==> src/rtl/mips_cpu_regfile_write_arbiter_if.sv <==
// Writeback bus between the ALU/load sources, decode and the register file write port.
// The arbiter connects through the slave modport; sources, decode and the register file use master.
interface mips_cpu_regfile_write_arbiter_if #(
    parameter int DEPTH = 2
);
    localparam int CNT_W = $clog2(DEPTH + 1);

    logic              alu_valid;
    logic [4:0]        alu_reg;
    logic [31:0]       alu_data;
    logic              alu_ready;
    logic              mem_valid;
    logic [4:0]        mem_reg;
    logic [31:0]       mem_data;
    logic              mem_ready;
    logic [4:0]        read_reg_1;
    logic [4:0]        read_reg_2;
    logic              rf_write_enable;
    logic [4:0]        rf_write_reg;
    logic [31:0]       rf_write_data;
    logic              hazard_stall;
    logic [CNT_W-1:0]  queue_count;

    modport master (
        output alu_valid, alu_reg, alu_data, mem_valid, mem_reg, mem_data,
               read_reg_1, read_reg_2,
        input  alu_ready, mem_ready, rf_write_enable, rf_write_reg, rf_write_data,
               hazard_stall, queue_count
    );

    modport slave (
        input  alu_valid, alu_reg, alu_data, mem_valid, mem_reg, mem_data,
               read_reg_1, read_reg_2,
        output alu_ready, mem_ready, rf_write_enable, rf_write_reg, rf_write_data,
               hazard_stall, queue_count
    );
endinterface

==> src/rtl/mips_cpu_regfile_write_arbiter.sv <==
// Merges ALU and load writebacks into an in-order queue retiring one register-file write per cycle,
// and flags decode when a queued write targets a source register.
module mips_cpu_regfile_write_arbiter #(
    parameter int DEPTH = 2
) (
    input logic                             clk,
    input logic                             reset,
    mips_cpu_regfile_write_arbiter_if.slave wb
);
    localparam int CNT_W = $clog2(DEPTH + 1);
    localparam int PTR_W = $clog2(DEPTH);
    localparam logic [CNT_W-1:0] DEPTH_C = CNT_W'(DEPTH);

    logic [4:0]       entry_reg  [DEPTH];
    logic [31:0]      entry_data [DEPTH];
    logic [DEPTH-1:0] entry_valid;

    logic [PTR_W-1:0] head, tail, alu_slot, tail_next;
    logic [CNT_W-1:0] count, free, count_next;
    logic             pop, retire, mem_push, alu_push;

    function automatic logic [PTR_W-1:0] ptr_inc(input logic [PTR_W-1:0] p);
        return (p == PTR_W'(DEPTH - 1)) ? '0 : p + PTR_W'(1);
    endfunction

    // free counts the slot released by this cycle's pop, so a full queue still takes one push.
    always_comb begin
        pop          = (count != '0);
        free         = DEPTH_C - count + (pop ? CNT_W'(1) : '0);
        wb.mem_ready = !reset && (free >= CNT_W'(1));
        wb.alu_ready = !reset && (wb.mem_valid ? (free >= CNT_W'(2)) : (free >= CNT_W'(1)));
        mem_push     = wb.mem_valid && wb.mem_ready && (wb.mem_reg != 5'd0);
        alu_push     = wb.alu_valid && wb.alu_ready && (wb.alu_reg != 5'd0);
        alu_slot     = mem_push ? ptr_inc(tail) : tail;
        tail_next    = alu_push ? ptr_inc(alu_slot) : alu_slot;
        count_next   = count - (pop ? CNT_W'(1) : '0)
                     + (mem_push ? CNT_W'(1) : '0) + (alu_push ? CNT_W'(1) : '0);
    end

    always_ff @(posedge clk) begin
        if (reset) begin
            head        <= '0;
            tail        <= '0;
            count       <= '0;
            entry_valid <= '0;
        end else begin
            // Pop clears before pushes set, so a push into the slot just popped stays valid.
            if (pop) begin
                entry_valid[head] <= 1'b0;
                head              <= ptr_inc(head);
            end
            if (mem_push) entry_valid[tail]     <= 1'b1;
            if (alu_push) entry_valid[alu_slot] <= 1'b1;
            tail  <= tail_next;
            count <= count_next;
        end
    end

    always_ff @(posedge clk) begin
        if (mem_push) begin
            entry_reg[tail]  <= wb.mem_reg;
            entry_data[tail] <= wb.mem_data;
        end
        if (alu_push) begin
            entry_reg[alu_slot]  <= wb.alu_reg;
            entry_data[alu_slot] <= wb.alu_data;
        end
    end

    // Gating with reset keeps a discarded head from being written during the reset cycle.
    always_comb begin
        retire             = pop && !reset;
        wb.rf_write_enable = retire;
        wb.rf_write_reg    = retire ? entry_reg[head]  : 5'd0;
        wb.rf_write_data   = retire ? entry_data[head] : 32'd0;
        wb.queue_count     = count;
        wb.hazard_stall    = 1'b0;
        for (int i = 0; i < DEPTH; i++) begin
            if (entry_valid[i] && (entry_reg[i] != 5'd0) &&
                ((entry_reg[i] == wb.read_reg_1) || (entry_reg[i] == wb.read_reg_2)))
                wb.hazard_stall = 1'b1;
        end
    end

    for (genvar g = 0; g < DEPTH; g++) begin : g_no_zero_entry
        a_no_zero_reg: assert property (@(posedge clk) disable iff (reset)
            entry_valid[g] |-> (entry_reg[g] != 5'd0));
    end
endmodule
==> src/flat_wrapper.sv <==
// flat-port wrapper written by rule: the top's interface ports become plain ports
module mips_cpu_regfile_write_arbiter_flat 
#(
    parameter int DEPTH = 2
)
  (clk, reset, wb_alu_valid, wb_alu_reg, wb_alu_data, wb_mem_valid, wb_mem_reg, wb_mem_data, wb_read_reg_1, wb_read_reg_2, wb_alu_ready, wb_mem_ready, wb_rf_write_enable, wb_rf_write_reg, wb_rf_write_data, wb_hazard_stall, wb_queue_count);
  mips_cpu_regfile_write_arbiter_if #(.DEPTH(DEPTH)) wb_i ();
  input logic clk;
  input logic reset;
  input wire logic [$bits(wb_i.alu_valid)-1:0] wb_alu_valid;
  input wire logic [$bits(wb_i.alu_reg)-1:0] wb_alu_reg;
  input wire logic [$bits(wb_i.alu_data)-1:0] wb_alu_data;
  input wire logic [$bits(wb_i.mem_valid)-1:0] wb_mem_valid;
  input wire logic [$bits(wb_i.mem_reg)-1:0] wb_mem_reg;
  input wire logic [$bits(wb_i.mem_data)-1:0] wb_mem_data;
  input wire logic [$bits(wb_i.read_reg_1)-1:0] wb_read_reg_1;
  input wire logic [$bits(wb_i.read_reg_2)-1:0] wb_read_reg_2;
  output wire logic [$bits(wb_i.alu_ready)-1:0] wb_alu_ready;
  output wire logic [$bits(wb_i.mem_ready)-1:0] wb_mem_ready;
  output wire logic [$bits(wb_i.rf_write_enable)-1:0] wb_rf_write_enable;
  output wire logic [$bits(wb_i.rf_write_reg)-1:0] wb_rf_write_reg;
  output wire logic [$bits(wb_i.rf_write_data)-1:0] wb_rf_write_data;
  output wire logic [$bits(wb_i.hazard_stall)-1:0] wb_hazard_stall;
  output wire logic [$bits(wb_i.queue_count)-1:0] wb_queue_count;
  assign wb_i.alu_valid = wb_alu_valid;
  assign wb_i.alu_reg = wb_alu_reg;
  assign wb_i.alu_data = wb_alu_data;
  assign wb_i.mem_valid = wb_mem_valid;
  assign wb_i.mem_reg = wb_mem_reg;
  assign wb_i.mem_data = wb_mem_data;
  assign wb_i.read_reg_1 = wb_read_reg_1;
  assign wb_i.read_reg_2 = wb_read_reg_2;
  assign wb_alu_ready = wb_i.alu_ready;
  assign wb_mem_ready = wb_i.mem_ready;
  assign wb_rf_write_enable = wb_i.rf_write_enable;
  assign wb_rf_write_reg = wb_i.rf_write_reg;
  assign wb_rf_write_data = wb_i.rf_write_data;
  assign wb_hazard_stall = wb_i.hazard_stall;
  assign wb_queue_count = wb_i.queue_count;
  mips_cpu_regfile_write_arbiter #(.DEPTH(DEPTH)) u_core (.clk(clk), .reset(reset), .wb(wb_i));
endmodule
==> config.mk <==
export PLATFORM = sky130hd
export DESIGN_NAME = mips_cpu_regfile_write_arbiter_flat
export DESIGN_NICKNAME = d
export VERILOG_FILES = /design/src/rtl/mips_cpu_regfile_write_arbiter_if.sv /design/src/rtl/mips_cpu_regfile_write_arbiter.sv /design/src/flat_wrapper.sv
export SDC_FILE = /design/constraint.sdc
export NUM_CORES = 1
export LEC_CHECK = 0
export ABC_AREA = 1
export CORE_UTILIZATION = 53
export CTS_CLUSTER_SIZE = 16
export DETAILED_ROUTE_END_ITERATION = 16
export MAX_ROUTING_LAYER = met4
export PLACE_DENSITY = 0.92
export SYNTH_ARGS = -nofsm -noshare
export SYNTH_HDL_FRONTEND = slang
export SYNTH_SLANG_ARGS = --single-unit
==> constraint.sdc <==
create_clock -name clk -period 8.1 [get_ports clk]
set_input_delay 2.43 -clock clk [delete_from_list [all_inputs] [get_ports clk]]
set_output_delay 2.43 -clock clk [all_outputs]
set_load 0.01 [all_outputs]
==> run summary <==
HOLD PATH
--------------------------------------------------------------------------------
Path category of the worst min-delay check                          flop to flop

CRITICAL PATH
--------------------------------------------------------------------------------
Slowest cell on the critical path                                   sky130_fd_sc_hd__clkdlybuf4s50_1
Buffers plus inverters on the worst setup path                                 3
Highest cell delay on the worst timing path                              0.66 ns
Most frequent cell on the critical path                             sky130_fd_sc_hd__clkdlybuf4s50_1
Kind of start point of the critical path                               input pin
Setup crit end kind                                                  output port
Critical path fanouts, max                                                    37
Data required time of the critical path                                  5.67 ns
Critical path cell sequence                                         clkdlybuf4s50_1, nor2_8, nand2_1, inv_1, clkdlybuf4s50_1
Arrival time at the worst endpoint                                       4.44 ns
Kind of critical path                                               input pin to output port
Largest delay share family, worst path                              buffers and inverters

CLOCK NETWORK
--------------------------------------------------------------------------------
Clk Latency, worst-skew pair                                             0.33 ns
Count of buffers added by post-CTS timing repair for setup                     0
Largest buffer count on any clock path                                         2
Post-cts repair resize count                                                   0
Number of sinks driven by the clock tree                                      81
Max H-tree Level                                                               3
Count of hold-fix buffers inserted at cts                                      0
Root buffer cell                                                    sky130_fd_sc_hd__clkbuf_8
TritonCTS clock tree                                                       built
Clock transition at the registers of the reported paths                  0.08 ns
Number of buffers created by CTS                                               9

SYNTHESIS
--------------------------------------------------------------------------------
#FFs+latches synth                                                            81
Count of synthesis-stage warnings from yosys                                   0
Cell area after technology mapping                                    4760 sq um
Dominant synthesized flop cell                                      sky130_fd_sc_hd__edfxtp_1
Number of distinct library cells after synthesis                              27
Number of enable-type register cells in the synthesized netlist               74
Most used standard cell by instance count after synthesis           sky130_fd_sc_hd__nand2_1
Main area contributors after synthesis                              sky130_fd_sc_hd__edfxtp_1 (47%), sky130_fd_sc_hd__nand2_1 (13%), sky130_fd_sc_hd__o21ai_0 (8.5%)
Biggest area consumer among synthesized cells                       sky130_fd_sc_hd__edfxtp_1
Fraction of registers with async set/reset                                    0%
Synthesized area per cell                                             8.60 sq um
Count of mapped cells out of synthesis                                       554
Sequential cell area fraction in the yosys report                          49.6%
Syn Nets                                                                     649
Cell types with the highest counts after synthesis                  sky130_fd_sc_hd__nand2_1 (169), sky130_fd_sc_hd__inv_1 (100), sky130_fd_sc_hd__o21ai_0 (81)
Share of the synthesized area in the top cell type                         46.7%

ROUTE
--------------------------------------------------------------------------------
Final ANT Viol Nets                                                            0
Number of iterations in the first detailed-routing pass                        5
Wire per inst                                                       13.9 microns
DRC violations left                                                            0
Vias after detailed routing                                                 4012
First DRT Iteration DRCs                                                     168
Per-cell via count in the routed design                                     5.12
Final routed wirelength across all metal layers                          10.9 mm

DIE
--------------------------------------------------------------------------------
Standard cell core area                                               8720 sq um
Total Die Area                                                        9370 sq um
Chip Height                                                         96.8 microns
Die W                                                               96.8 microns
Std cell rows                                                                 34
Count of pins on the block boundary                                          131
Starting density of the core                                               54.6%

PLACED DESIGN
--------------------------------------------------------------------------------
Number of I/O port buffers                                                   130
Gpl congestion                                                             0.916
Worst setup slack before clock tree synthesis                            1.23 ns
Half-perimeter wire length after placement                               7.91 mm
Placed instance count                                                        769

POWER AND IR DROP
--------------------------------------------------------------------------------
Worst vdd rail ir drop                                                  0.129 mV
Leakage Power                                                         0.00271 uW
Power Dens Cells                                                     222 nW/um^2

LAYOUT
--------------------------------------------------------------------------------
Area growth from synthesis to final layout                                 30.8%
Ratio of cells with drive above 1 in the final layout                      4.88%
Diodes inserted                                                                0
Fill cell count                                                              610
Number of flip-flops under the largest register name                          64
Number of nets in the layout                                                 767
Non-filler cells in the finished layout                                      784

TIMING
--------------------------------------------------------------------------------
Setup TNS after final layout                                                0 ns
Unrepaired setup endpoints after global routing                               no
Total count of max-transition violations in the final report                   0
Final Cycle Share                                                          84.8%
Final setup viols                                                              0
Layout Skew                                                            0.0126 ns
Slew at the pin closest to its max-slew limit                            1.19 ns
Highest clock frequency the design can meet                              146 MHz
Final min period                                                         6.87 ns
Headroom to the max-slew limit                                             20.5%
Endpoints failing hold                                                         0
Setup ws final                                                           1.23 ns

STATUS
--------------------------------------------------------------------------------
Run status                                                          finished clean

GLOBAL ROUTE
--------------------------------------------------------------------------------
First-pass GRT wire length                                               17.8 mm
Total track usage                                                          24.3%
Maximum number of pins on one net before global-route repair                  75
Via count of the first global-routing pass                                  4127
Residual overflow from global routing                                          0
Number of antenna violations at the first check in global routing              0

RUN
--------------------------------------------------------------------------------
Total of max-cap violations                                                    0

==> stage by stage <==
step                power [uW]  cell area (sq um)  hold slack (ns)  util (%)
finish                    1380               6230            0.517      71.4
global placement          1100               6050            0.498      69.4
global route              1460               6230            0.563      71.4
floorplan                  918               4760            0.482         -
detailed placement        1120               6050            0.501      69.4
CTS                       1390               6230            0.518      71.4
==> power by group <==
| part | leakage, uW | internal [uW] | switching [uW] | total [uW] |
|---|---|---|---|---|
| clock network | 0.0000845 | 139 | 138 | 277 |
| logic | 0.00187 | 241 | 258 | 499 |
| registers | 0.000751 | 547 | 60.3 | 608 |
| total | 0.00271 | 927 | 456 | 1380 |
==> logic make-up after synthesis <==
| kind of cell | share of synthesized area, % |
|---|---|
| and+or+nand+nor | 18.4 |
| buffers and inverters | 12.0 |
| AOI/OAI and AO/OA | 8.83 |
| DFF | 49.6 |
| muxes | 7.57 |
| xor gates and xnor gates | 1.29 |
| adders and majority gates | 2.31 |
==> worst register-to-register path: stages (launching register included) <==
cell,delay (ns)
sky130_fd_sc_hd__dfxtp_1,0.46
sky130_fd_sc_hd__nand2_2,0.11
sky130_fd_sc_hd__nand2_4,0.10
sky130_fd_sc_hd__nor2_2,0.05
sky130_fd_sc_hd__nand2_1,0.18
sky130_fd_sc_hd__inv_1,0.07
sky130_fd_sc_hd__ha_1,0.32
sky130_fd_sc_hd__inv_1,0.10
sky130_fd_sc_hd__ha_2,0.98
sky130_fd_sc_hd__o21ai_0,0.31
==> layer usage <==
| metal | vias up | global-route usage (%) | share of wire, % |
|---|---|---|---|
| met1 | 1855 | 25.3 | 38 |
| met2 | 154 | 45.1 | 54 |
| met3 | 22 | 4.26 | 6.1 |
| met5 | - | - | 0 |
| li1 | 1981 | - | - |
| met4 | 0 | 9.64 | 1.9 |
==> cell usage in the layout, fill, tap and decap left out, types with 3 or more instances in the layout <==
cell                                n
sky130_fd_sc_hd__clkbuf_8           9
sky130_fd_sc_hd__o21ai_0           81
sky130_fd_sc_hd__nand2_1          169
sky130_fd_sc_hd__fa_1               3
sky130_fd_sc_hd__inv_2              6
sky130_fd_sc_hd__nand3_1            7
sky130_fd_sc_hd__mux2_1            30
sky130_fd_sc_hd__xnor2_1            5
sky130_fd_sc_hd__clkdlybuf4s50_1  130
sky130_fd_sc_hd__inv_1            100
sky130_fd_sc_hd__dfxtp_1            6
sky130_fd_sc_hd__nor2_1            27
sky130_fd_sc_hd__edfxtp_1          74
==> path summary, 6_finish.rpt <==
path	end	slack, ns	start	cells past startpoint
setup / recovery	wb_rf_write_data[20]	1.23	reset	5
hold / removal	u_core.head$_SDFFE_PP0P_	0.52	u_core.head$_SDFFE_PP0P_	2
setup reg to reg	u_core.entry_data[1][19]$_DFFE_PP_	5.11	u_core.wb.queue_count[1]$_SDFF_PP0_	9
hold reg to reg	u_core.head$_SDFFE_PP0P_	0.52	u_core.head$_SDFFE_PP0P_	2
==> cell type report <==
cell class | count | area, sq um | area share, %
Clock buffer | 11 | 131 | 2.11
Clock inverter | 4 | 45.0 | 0.723
Inverter | 107 | 407 | 6.53
Multi-Input combinational cell | 341 | 1830 | 29.4
Sequential cell | 81 | 2360 | 37.9
Tap cell | 108 | 135 | 2.17
Timing Repair Buffer | 132 | 1320 | 21.1
Note: power is estimated with default switching activity, not from simulation.
